### config.mk
export PLATFORM = sky130hd
export DESIGN_NAME = noc_leaf_packetizer
export DESIGN_NICKNAME = d
export VERILOG_FILES = /design/src/rtl/noc_pkg.sv /design/src/rtl/noc_flit_fifo.sv /design/src/rtl/noc_leaf_packetizer.sv
export SDC_FILE = /design/constraint.sdc
export NUM_CORES = 1
export LEC_CHECK = 0
export BUFFER_PORTS_ARGS = -buffer_cell sky130_fd_sc_hd__buf_4
export CORE_UTILIZATION = 50
export DETAILED_ROUTE_END_ITERATION = 6
export GPL_ROUTABILITY_DRIVEN = 0
export PLACE_DENSITY = 0.72
export SLEW_MARGIN = 20
export SYNTH_ARGS = -nofsm -noshare
export SYNTH_HDL_FRONTEND = slang
export SYNTH_SLANG_ARGS = --single-unit
### constraint.sdc
create_clock -name CLK -period 4.1 [get_ports CLK]
set_input_delay 0.41 -clock CLK [delete_from_list [all_inputs] [get_ports CLK]]
set_output_delay 0.41 -clock CLK [all_outputs]
set_load 0.1 [all_outputs]
### src/rtl/noc_pkg.sv
// Purpose: shared flit format and packetizer state encoding for the leaf network interface.
// Latency: none (type and constant definitions only).
// Backpressure: n/a.
package noc_pkg;

    localparam int FLIT_W   = 9;
    localparam int TAIL_BIT = 8;

    // Bit 8 marks the last flit of a packet; bits 7:0 are header address or payload.
    typedef struct packed {
        logic       tail;
        logic [7:0] data;
    } flit_t;

    typedef enum logic {
        IDLE = 1'b0,
        BODY = 1'b1
    } pkt_state_e;

    function automatic flit_t make_flit(input logic tail, input logic [7:0] data);
        flit_t f;
        f.tail = tail;
        f.data = data;
        return f;
    endfunction

endpackage

### src/rtl/noc_flit_fifo.sv
// Purpose: synchronous flit FIFO with wrap-bit pointers; shared by packetizer and depacketizer.
// Latency: a flit written on edge N is visible on rd_data after that edge (no fall-through bypass).
// Backpressure: writes are dropped while full, reads ignored while empty; full/empty come from registered pointers.
// Ports: CLK/RESET (async, active-high); wr_en/wr_data/full on the write side;
//        rd_en/rd_data/empty on the read side, rd_data showing the current head.
module noc_flit_fifo
    import noc_pkg::*;
#(
    parameter int DEPTH = 4
) (
    input  logic  CLK,
    input  logic  RESET,
    input  logic  wr_en,
    input  flit_t wr_data,
    output logic  full,
    input  logic  rd_en,
    output flit_t rd_data,
    output logic  empty
);

    localparam int AW = $clog2(DEPTH);

    // Pointers carry one extra wrap bit so full and empty are distinguishable.
    logic [AW:0] r_wr_ptr;
    logic [AW:0] r_rd_ptr;
    flit_t       r_mem [DEPTH];

    logic w_wr_fire;
    logic w_rd_fire;

    assign full  = (r_wr_ptr[AW] != r_rd_ptr[AW]) &&
                   (r_wr_ptr[AW-1:0] == r_rd_ptr[AW-1:0]);
    assign empty = (r_wr_ptr == r_rd_ptr);

    assign w_wr_fire = wr_en && !full;
    assign w_rd_fire = rd_en && !empty;

    always_ff @(posedge CLK or posedge RESET) begin
        if (RESET) begin
            r_wr_ptr <= '0;
            r_rd_ptr <= '0;
        end else begin
            if (w_wr_fire) r_wr_ptr <= r_wr_ptr + 1'b1;
            if (w_rd_fire) r_rd_ptr <= r_rd_ptr + 1'b1;
        end
    end

    // Storage needs no reset: an entry is only observable after it has been written.
    always_ff @(posedge CLK) begin
        if (w_wr_fire) r_mem[r_wr_ptr[AW-1:0]] <= wr_data;
    end

    assign rd_data = r_mem[r_rd_ptr[AW-1:0]];

endmodule

### src/rtl/noc_leaf_packetizer.sv
// Purpose: turns core packet requests plus payload bytes into a header/payload/tail flit stream for a leaf router.
// Latency: a flit written in cycle N is offered on flit_data in cycle N+1 at the earliest; one flit per cycle sustained.
// Backpressure: req_ready/pay_ready follow only the registered FIFO-full flag, never flit_ready directly.
// Ports: CLK/RESET (async, active-high); req_valid/req_ready/req_dest/req_len request channel;
//        pay_valid/pay_ready/pay_data payload channel; flit_valid/flit_ready/flit_data output stream;
//        busy (packet in progress or flits queued); pkt_count (tails delivered, wraps at 16 bits).
module noc_leaf_packetizer
    import noc_pkg::*;
#(
    parameter int FIFO_DEPTH = 4,
    parameter int LEN_W      = 4,
    parameter int ADDR_W     = 8   // at most 8; zero-extended into the header byte
) (
    input  logic              CLK,
    input  logic              RESET,
    input  logic              req_valid,
    output logic              req_ready,
    input  logic [ADDR_W-1:0] req_dest,
    input  logic [LEN_W-1:0]  req_len,
    input  logic              pay_valid,
    output logic              pay_ready,
    input  logic [7:0]        pay_data,
    output logic              flit_valid,
    input  logic              flit_ready,
    output logic [FLIT_W-1:0] flit_data,
    output logic              busy,
    output logic [15:0]       pkt_count
);

    pkt_state_e       r_state;
    pkt_state_e       w_next_state;
    logic [LEN_W-1:0] r_remaining;
    logic [15:0]      r_pkt_count;

    logic       w_req_rdy;
    logic       w_pay_rdy;
    logic       w_req_fire;
    logic       w_pay_fire;
    logic       w_wr_en;
    flit_t      w_wr_flit;
    logic       w_fifo_full;
    logic       w_fifo_empty;
    logic       w_rd_en;
    flit_t      w_rd_flit;
    logic       w_flit_vld;
    logic [7:0] w_dest_ext;

    assign w_dest_ext = 8'(req_dest);
    assign w_req_fire = req_valid && w_req_rdy;
    assign w_pay_fire = pay_valid && w_pay_rdy;

    // State register
    always_ff @(posedge CLK or posedge RESET) begin
        if (RESET) r_state <= IDLE;
        else       r_state <= w_next_state;
    end

    // Next-state logic: a zero-length request is a complete packet and never leaves IDLE.
    always_comb begin
        w_next_state = r_state;
        case (r_state)
            IDLE: if (w_req_fire && (req_len != '0)) w_next_state = BODY;
            BODY: if (w_pay_fire && (r_remaining == LEN_W'(1))) w_next_state = IDLE;
            default: w_next_state = IDLE;
        endcase
    end

    // Output logic: handshakes and the flit written into the FIFO this cycle.
    always_comb begin
        w_req_rdy = 1'b0;
        w_pay_rdy = 1'b0;
        w_wr_en   = 1'b0;
        w_wr_flit = '0;
        case (r_state)
            IDLE: begin
                w_req_rdy = !w_fifo_full;
                if (req_valid && !w_fifo_full) begin
                    w_wr_en   = 1'b1;
                    w_wr_flit = make_flit(req_len == '0, w_dest_ext);
                end
            end
            BODY: begin
                w_pay_rdy = !w_fifo_full;
                if (pay_valid && !w_fifo_full) begin
                    w_wr_en   = 1'b1;
                    w_wr_flit = make_flit(r_remaining == LEN_W'(1), pay_data);
                end
            end
            default: ;
        endcase
    end

    always_ff @(posedge CLK or posedge RESET) begin
        if (RESET) begin
            r_remaining <= '0;
        end else if (w_req_fire) begin
            r_remaining <= req_len;
        end else if (w_pay_fire) begin
            r_remaining <= r_remaining - LEN_W'(1);
        end
    end

    noc_flit_fifo #(
        .DEPTH (FIFO_DEPTH)
    ) u_fifo (
        .CLK     (CLK),
        .RESET   (RESET),
        .wr_en   (w_wr_en),
        .wr_data (w_wr_flit),
        .full    (w_fifo_full),
        .rd_en   (w_rd_en),
        .rd_data (w_rd_flit),
        .empty   (w_fifo_empty)
    );

    assign w_flit_vld = !RESET && !w_fifo_empty;
    assign w_rd_en    = w_flit_vld && flit_ready;

    // A packet is counted when its tail actually leaves toward the router.
    always_ff @(posedge CLK or posedge RESET) begin
        if (RESET) begin
            r_pkt_count <= '0;
        end else if (w_rd_en && w_rd_flit.tail) begin
            r_pkt_count <= r_pkt_count + 16'd1;
        end
    end

    // Outputs are forced low while RESET is held; flit_data is also zero when nothing is queued.
    assign req_ready  = !RESET && w_req_rdy;
    assign pay_ready  = !RESET && w_pay_rdy;
    assign flit_valid = w_flit_vld;
    assign flit_data  = w_flit_vld ? w_rd_flit : '0;
    assign busy       = !RESET && ((r_state != IDLE) || !w_fifo_empty);
    assign pkt_count  = r_pkt_count;

endmodule

Yosys cells after proc, flatten, opt, wreduce, memory -nomap -nowiden
Memory sizes are Yosys's and may differ from the RTL's. Cells that the tools add are included.

Register bits after elaboration: 27. Bits in latches: 0. RAM bits: 36. Bits in read-only memories: 0. Input bits: 25. Output and inout port bits: 29. Logic and storage cells: 53. Memories: 1.

Add/subtract/negate cells: 4. $mul: 0. Div/mod/pow operators: 0. Magnitude comparators: 0. Eq/ne operators: 4. Shift operators: 0. Multiplexer cells: 16. Bitwise operators: 1. Reductions and logical operators: 22.

Memory list: u_fifo.r_mem (words 4, width 9, read ports 1, clocked after Yosys merged registers in 0, wr ports 1, line noc_flit_fifo.sv:26) `flit_t r_mem [DEPTH];`.

Operators by type and width (count): $mux W9 (3); $pmux W9 S2 (1); $add A16 B1 Y16 const B (1); $logic_and A1 B1 Y1 (15); $mux W1 (8); $mux W4 (2); $add A3 B1 Y3 const B (2); $eq A4 B1 Y1 const B (1); $logic_not A4 Y1 (1); $pmux W1 S2 (2); $reduce_bool A4 Y1 (1); $sub A4 B1 Y4 const B (1); $eq A3 B3 Y1 (1); $logic_not A1 Y1 (3); $eq A2 B2 Y1 (1); $reduce_bool A2 Y1 (1); $logic_or A1 B1 Y1 (1); $ne A1 B1 Y1 (1); $not A1 Y1 (1).

Longest topological paths before layout
Depth in word-level cells: 9. Gate-level depth with buffers: 6. Mapped depth without buffers: 5.

Hierarchy
A second synthesis with hierarchy kept.

Cells, all modules: 214. Area, all modules: 3005.4 um2.

Modules (own cells, without submodules): noc_flit_fifo (instances 1, cells an instance 97, area each 1799.2 um2, sequential area each 1231.2 um2); noc_leaf_packetizer (instances 1, cells an instance 117, area each 1206.2 um2, sequential area each 525.5 um2).

Least setup slack after synthesis
OpenSTA, ideal clock, no wires.

Kind: register to output. Start: reg u_fifo.r_rd_ptr[0]. End: out pay_ready. Arrival: 3177 ps. Setup slack: 513 ps. Stages on the path, launching flop included: 5. Buffers on the path: 1. Path through: dfrtp_1 xnor2_1 and3_4 buf_2 nor3b_1.

Word-level cells in the longest chain between the ends: 5.

Ends and longest elaborated chain: start, declared (line noc_flit_fifo.sv:25) `logic [AW:0] r_rd_ptr;`; start signal, assigned (line noc_flit_fifo.sv:44) `if (w_rd_fire) r_rd_ptr <= r_rd_ptr + 1'b1;`; $eq A2 B2 Y1 (line noc_flit_fifo.sv:32) `(r_wr_ptr[AW-1:0] == r_rd_ptr[AW-1:0]);`; $logic_and A1 B1 Y1 (line noc_flit_fifo.sv:31) `assign full = (r_wr_ptr[AW] != r_rd_ptr[AW]) &&`; $logic_not A1 Y1 (line noc_leaf_packetizer.sv:83) `w_pay_rdy = !w_fifo_full;`; $mux W1 (line noc_leaf_packetizer.sv:74) `case (r_state)`; $logic_and A1 B1 Y1 (line noc_leaf_packetizer.sv:130) `assign pay_ready = !RESET && w_pay_rdy;`; end, declared (line noc_leaf_packetizer.sv:21) `output logic pay_ready,`.

No other way between the ends.

Worst setup path in the final report
Start: reg u_fifo.r_rd_ptr[0]. End: out flit_data[8].

Word-level cells in the longest chain between the ends: 4. Elaborated cells on any way between the ends: 5. Those cells by class: eq/ne: 1; mux: 1; reduce/logical: 2; memory: 1.

Ends and longest elaborated chain: $eq A3 B3 Y1 (line noc_flit_fifo.sv:33) `assign empty = (r_wr_ptr == r_rd_ptr);`; $logic_not A1 Y1 (line noc_leaf_packetizer.sv:116) `assign w_flit_vld = !RESET && !w_fifo_empty;`; $logic_and A1 B1 Y1 (line noc_leaf_packetizer.sv:116); $mux W9 * (line noc_leaf_packetizer.sv:132) `assign flit_data = w_flit_vld ? w_rd_flit : '0;`; end, declared (line noc_leaf_packetizer.sv:25) `output logic [FLIT_W-1:0] flit_data,`.

Every way passes the cells marked *; elsewhere a longest branch is shown, timed or not.

==> results.py <==
metrics = {
    "worst_setup_path": {
        "crit_chain": "buf_4 -> xnor2_1 -> a31oi_2 -> o211a_1 -> buf_4",
        "endpoint_kind": "primary output",
        "slowest_stage": "dfrtp_1",
        "reg2reg_depth": 4,
        "crit_buf_inv": 2,
        "worstSetupPathType": "flip-flop to primary output",
        "crit_top_cell": "buf_4",
        "critical-path-max-stage-delay_ps": 560,
        "cp_max_fo": 11,
        "setup.worst_path.start_class": "flip-flop",
        "r2r-start": "u_fifo.r_rd_ptr[0]$_DFFE_PP0P_",
        "r2r-end": "u_fifo.r_mem[2][3]$_DFFE_PP_",
        "cp.arrival_ps": 2310,
        "ff2ff_setup_slack_ps": 1650,
        "path_delay_family": "compound AO/OA/AOI/OAI gates",
        "critPathRequiredTime_ps": 3690,
    },
    "route": {
        "avgViaCountPerCell": 5.51,
        "vias": 1907,
        "drc": 0,
        "ant_nets": 0,
        "first_iter_violations": 83,
        "drt-total-wl_mm": 5.45,
        "wl_per_cell_um": 15.7,
        "first_pass_iters": 4,
    },
    "sta": {
        "setup_viol": 0,
        "max_clock_freq_mhz": 368,
        "min_period_ps": 2720,
        "finalHoldViolations": 0,
        "period_share_pct": 66.3,
        "fin_tns_setup_ps": 0,
        "worst_pin_slew_ps": 1010,
        "rsz0062_at_grt": "false",
        "worst_clock_skew_ps": 5.03,
        "worst_slack_ps": 1380,
        "drv_slew": 0,
        "maxSlewHeadroom_pct": 32.6,
    },
    "flow_run": {
        "cap_viol_max_count": 0,
    },
    "cts": {
        "cts_max_path_buffers": 2,
        "cts_made_buffers": 9,
        "post_cts_buffers": 0,
        "clk_pin_slew_ps": 70,
        "postCtsResizedCells": 0,
        "cts-root-buf": "clkbuf_8",
        "cts_max_level": 3,
        "numClockSinks": 63,
        "insertion_delay_ps": 330,
        "cts_tree": "done",
        "ctsHoldBuffers": 0,
    },
    "place": {
        "post_dp_cell_area_um2": 3400,
        "io_buffers": 53,
        "dpl_worst_slack_ps": 1630,
        "hpwl_mm": 3.85,
        "dp.cells": 331,
    },
    "layout": {
        "final_layout_size_suffix_gt1_share_pct": 30.7,
        "area.growth.synth_to_final_pct": 23.4,
        "final_cells": 346,
        "antenna_cells": 0,
        "final_area_um2": 3610,
        "final_nets": 303,
    },
    "power": {
        "p_sw_share_pct": 45.2,
        "switching_power_w": 0.00140,
        "comb_power_share_pct": 48.0,
        "powerDensity_nw_per_um2": 861,
        "p_clk_share_pct": 18.6,
        "peakVddDrop_mv": 0.477,
        "power_frac_seq_pct": 33.4,
        "p_int_w": 0.00170,
        "p_leak_nw": 1.49,
    },
    "die": {
        "die_x_um": 78.5,
        "start_util_pct": 52.5,
        "dieArea_um2": 6160,
        "io-pin-count": 54,
        "core_area_um2": 5570,
        "fp.dieH_um": 78.5,
        "rows": 27,
    },
    "synth": {
        "synth-main-ff-cell": "edfxtp_1",
        "async_flop_share_pct": 42.9,
        "yosys-top-cells-area": "edfxtp_1, dfrtp_1, xnor2_1",
        "ys.warnings.count": 0,
        "synth_edf_count": 36,
        "synthCells": 210,
        "synth.most_common_cell": "edfxtp_1",
        "synth_cell_types": 39,
        "synth_top_area_share_pct": 37.0,
        "ys_seq_area_share_pct": 60.1,
        "ys_ff_latch": 63,
        "synth_fp_nets": 243,
        "synthTopCellsByCount": "edfxtp_1, dfrtp_1, xnor2_1",
        "yosysTopAreaCell": "edfxtp_1",
        "postSynthAreaPerCell_um2": 13.9,
        "netlist_area_um2": 2920,
    },
    "grt": {
        "grt-ovfl-total": 0,
        "antenna_found_initial": 0,
        "track_usage_pct": 19.9,
        "grt_max_degree": 28,
        "grt_pass1_wl_mm": 9.09,
        "grt_pass1_vias": 1945,
    },
    "status": {
        "outcome": "finished, final reports clean",
    },
    "hold_path": {
        "hold_path_class": "input pin to asynchronous set/reset pin",
    },
}
[final cells by class]
type,count,area (µm²)
Clock buffer,11,141
Clock inverter,4,70.1
Fill cell,448,1970
Inverter,6,22.5
Multi-Input combinational cell,135,1110
Sequential cell,63,1760
Tap cell,72,90.1
Timing Repair Buffer,55,413
[worst max path at each step]
stage / from / end / slack [ps] / cells after the start
after detailed placement: u_fifo.r_rd_ptr[0]$_DFFE_PP0P_ / u_fifo.r_mem[2][4]$_DFFE_PP_ / 1630 / 4
after global placement: u_fifo.r_rd_ptr[0]$_DFFE_PP0P_ / flit_data[8] / 1690 / 5
after floorplan: u_fifo.r_rd_ptr[0]$_DFFE_PP0P_ / pay_ready / 510 / 4
after CTS: u_fifo.r_rd_ptr[0]$_DFFE_PP0P_ / flit_data[8] / 1300 / 5
final: u_fifo.r_rd_ptr[0]$_DFFE_PP0P_ / flit_data[8] / 1380 / 5
after global routing: u_fifo.r_rd_ptr[0]$_DFFE_PP0P_ / flit_data[8] / 1150 / 5
[sequential cells by signal (all words and copies together), names as in the netlist]
signal and flops:
u_fifo.r_rd_ptr 3, u_fifo.r_mem 36, u_fifo.r_wr_ptr 3, r_remaining 4
r_state 1, pkt_count 16
[per-layer routing]
metal / track usage, % / share of wire (%) / vias up
met3: 4.65 / 2.5 / 8
met4: 8.33 / 1.4 / 0
li1: - / - / 915
met1: 23.6 / 44 / 947
met5: 0 / 0 / -
met2: 34.6 / 52 / 37
[stage by stage]
step	total power, W	utilization, %	hold WS, ps
floorplan	0.00223	-	463
global placement	0.00252	60.9	465
detailed placement	0.00256	60.9	467
CTS	0.00314	64.7	378
global route	0.00326	64.7	232
finish	0.00311	64.7	173
[cell families (layout without fill, tap and decap cells)]
| group | after synthesis | in the layout | synth area share [%] |
|---|---|---|---|
| muxes | 12 | 12 | 7.66 |
| and+or+nand+nor | 66 | 66 | 13.2 |
| adders and majority gates | 8 | 8 | 3.42 |
| DFF | 63 | 63 | 60.1 |
| xor gates and xnor gates | 23 | 23 | 6.89 |
| buffers and inverters | 12 | 76 | 1.84 |
| AOI/OAI and AO/OA | 26 | 26 | 6.89 |
[placed cells by master (no fill, tap or decap), types with 2 or more instances in the layout]
| cell type | n |
|---|---|
| inv_1 | 5 |
| nand4_1 | 9 |
| dfrtp_1 | 27 |
| nor3b_1 | 2 |
| nand2_1 | 8 |
| mux2_2 | 3 |
| xor2_1 | 2 |
| o21ai_0 | 3 |
| bufinv_16 | 2 |
| nand3_1 | 9 |
| or4_1 | 3 |
| nor3_1 | 2 |
| a21oi_1 | 3 |
| clkbuf_8 | 10 |
| edfxtp_1 | 36 |
| o22ai_1 | 2 |
| and3_1 | 5 |
| mux4_2 | 8 |
| buf_4 | 55 |
| a22o_1 | 9 |
| and4_1 | 3 |
| nor2_1 | 5 |
| ha_1 | 8 |
| o22a_1 | 2 |
| xnor2_1 | 21 |
| clkinv_2 | 2 |
| and2_1 | 15 |
[power by group through the flow]
stage	Combinational [W]	Clock, W	Sequential [W]
finish	0.00149	0.000579	0.00104
global placement	0.00148	0	0.00104
global route	0.00159	0.000611	0.00106
detailed placement	0.00150	0	0.00105
CTS	0.00151	0.000590	0.00104
floorplan	0.00108	0	0.00115
Power figures use the tool's default switching activity.
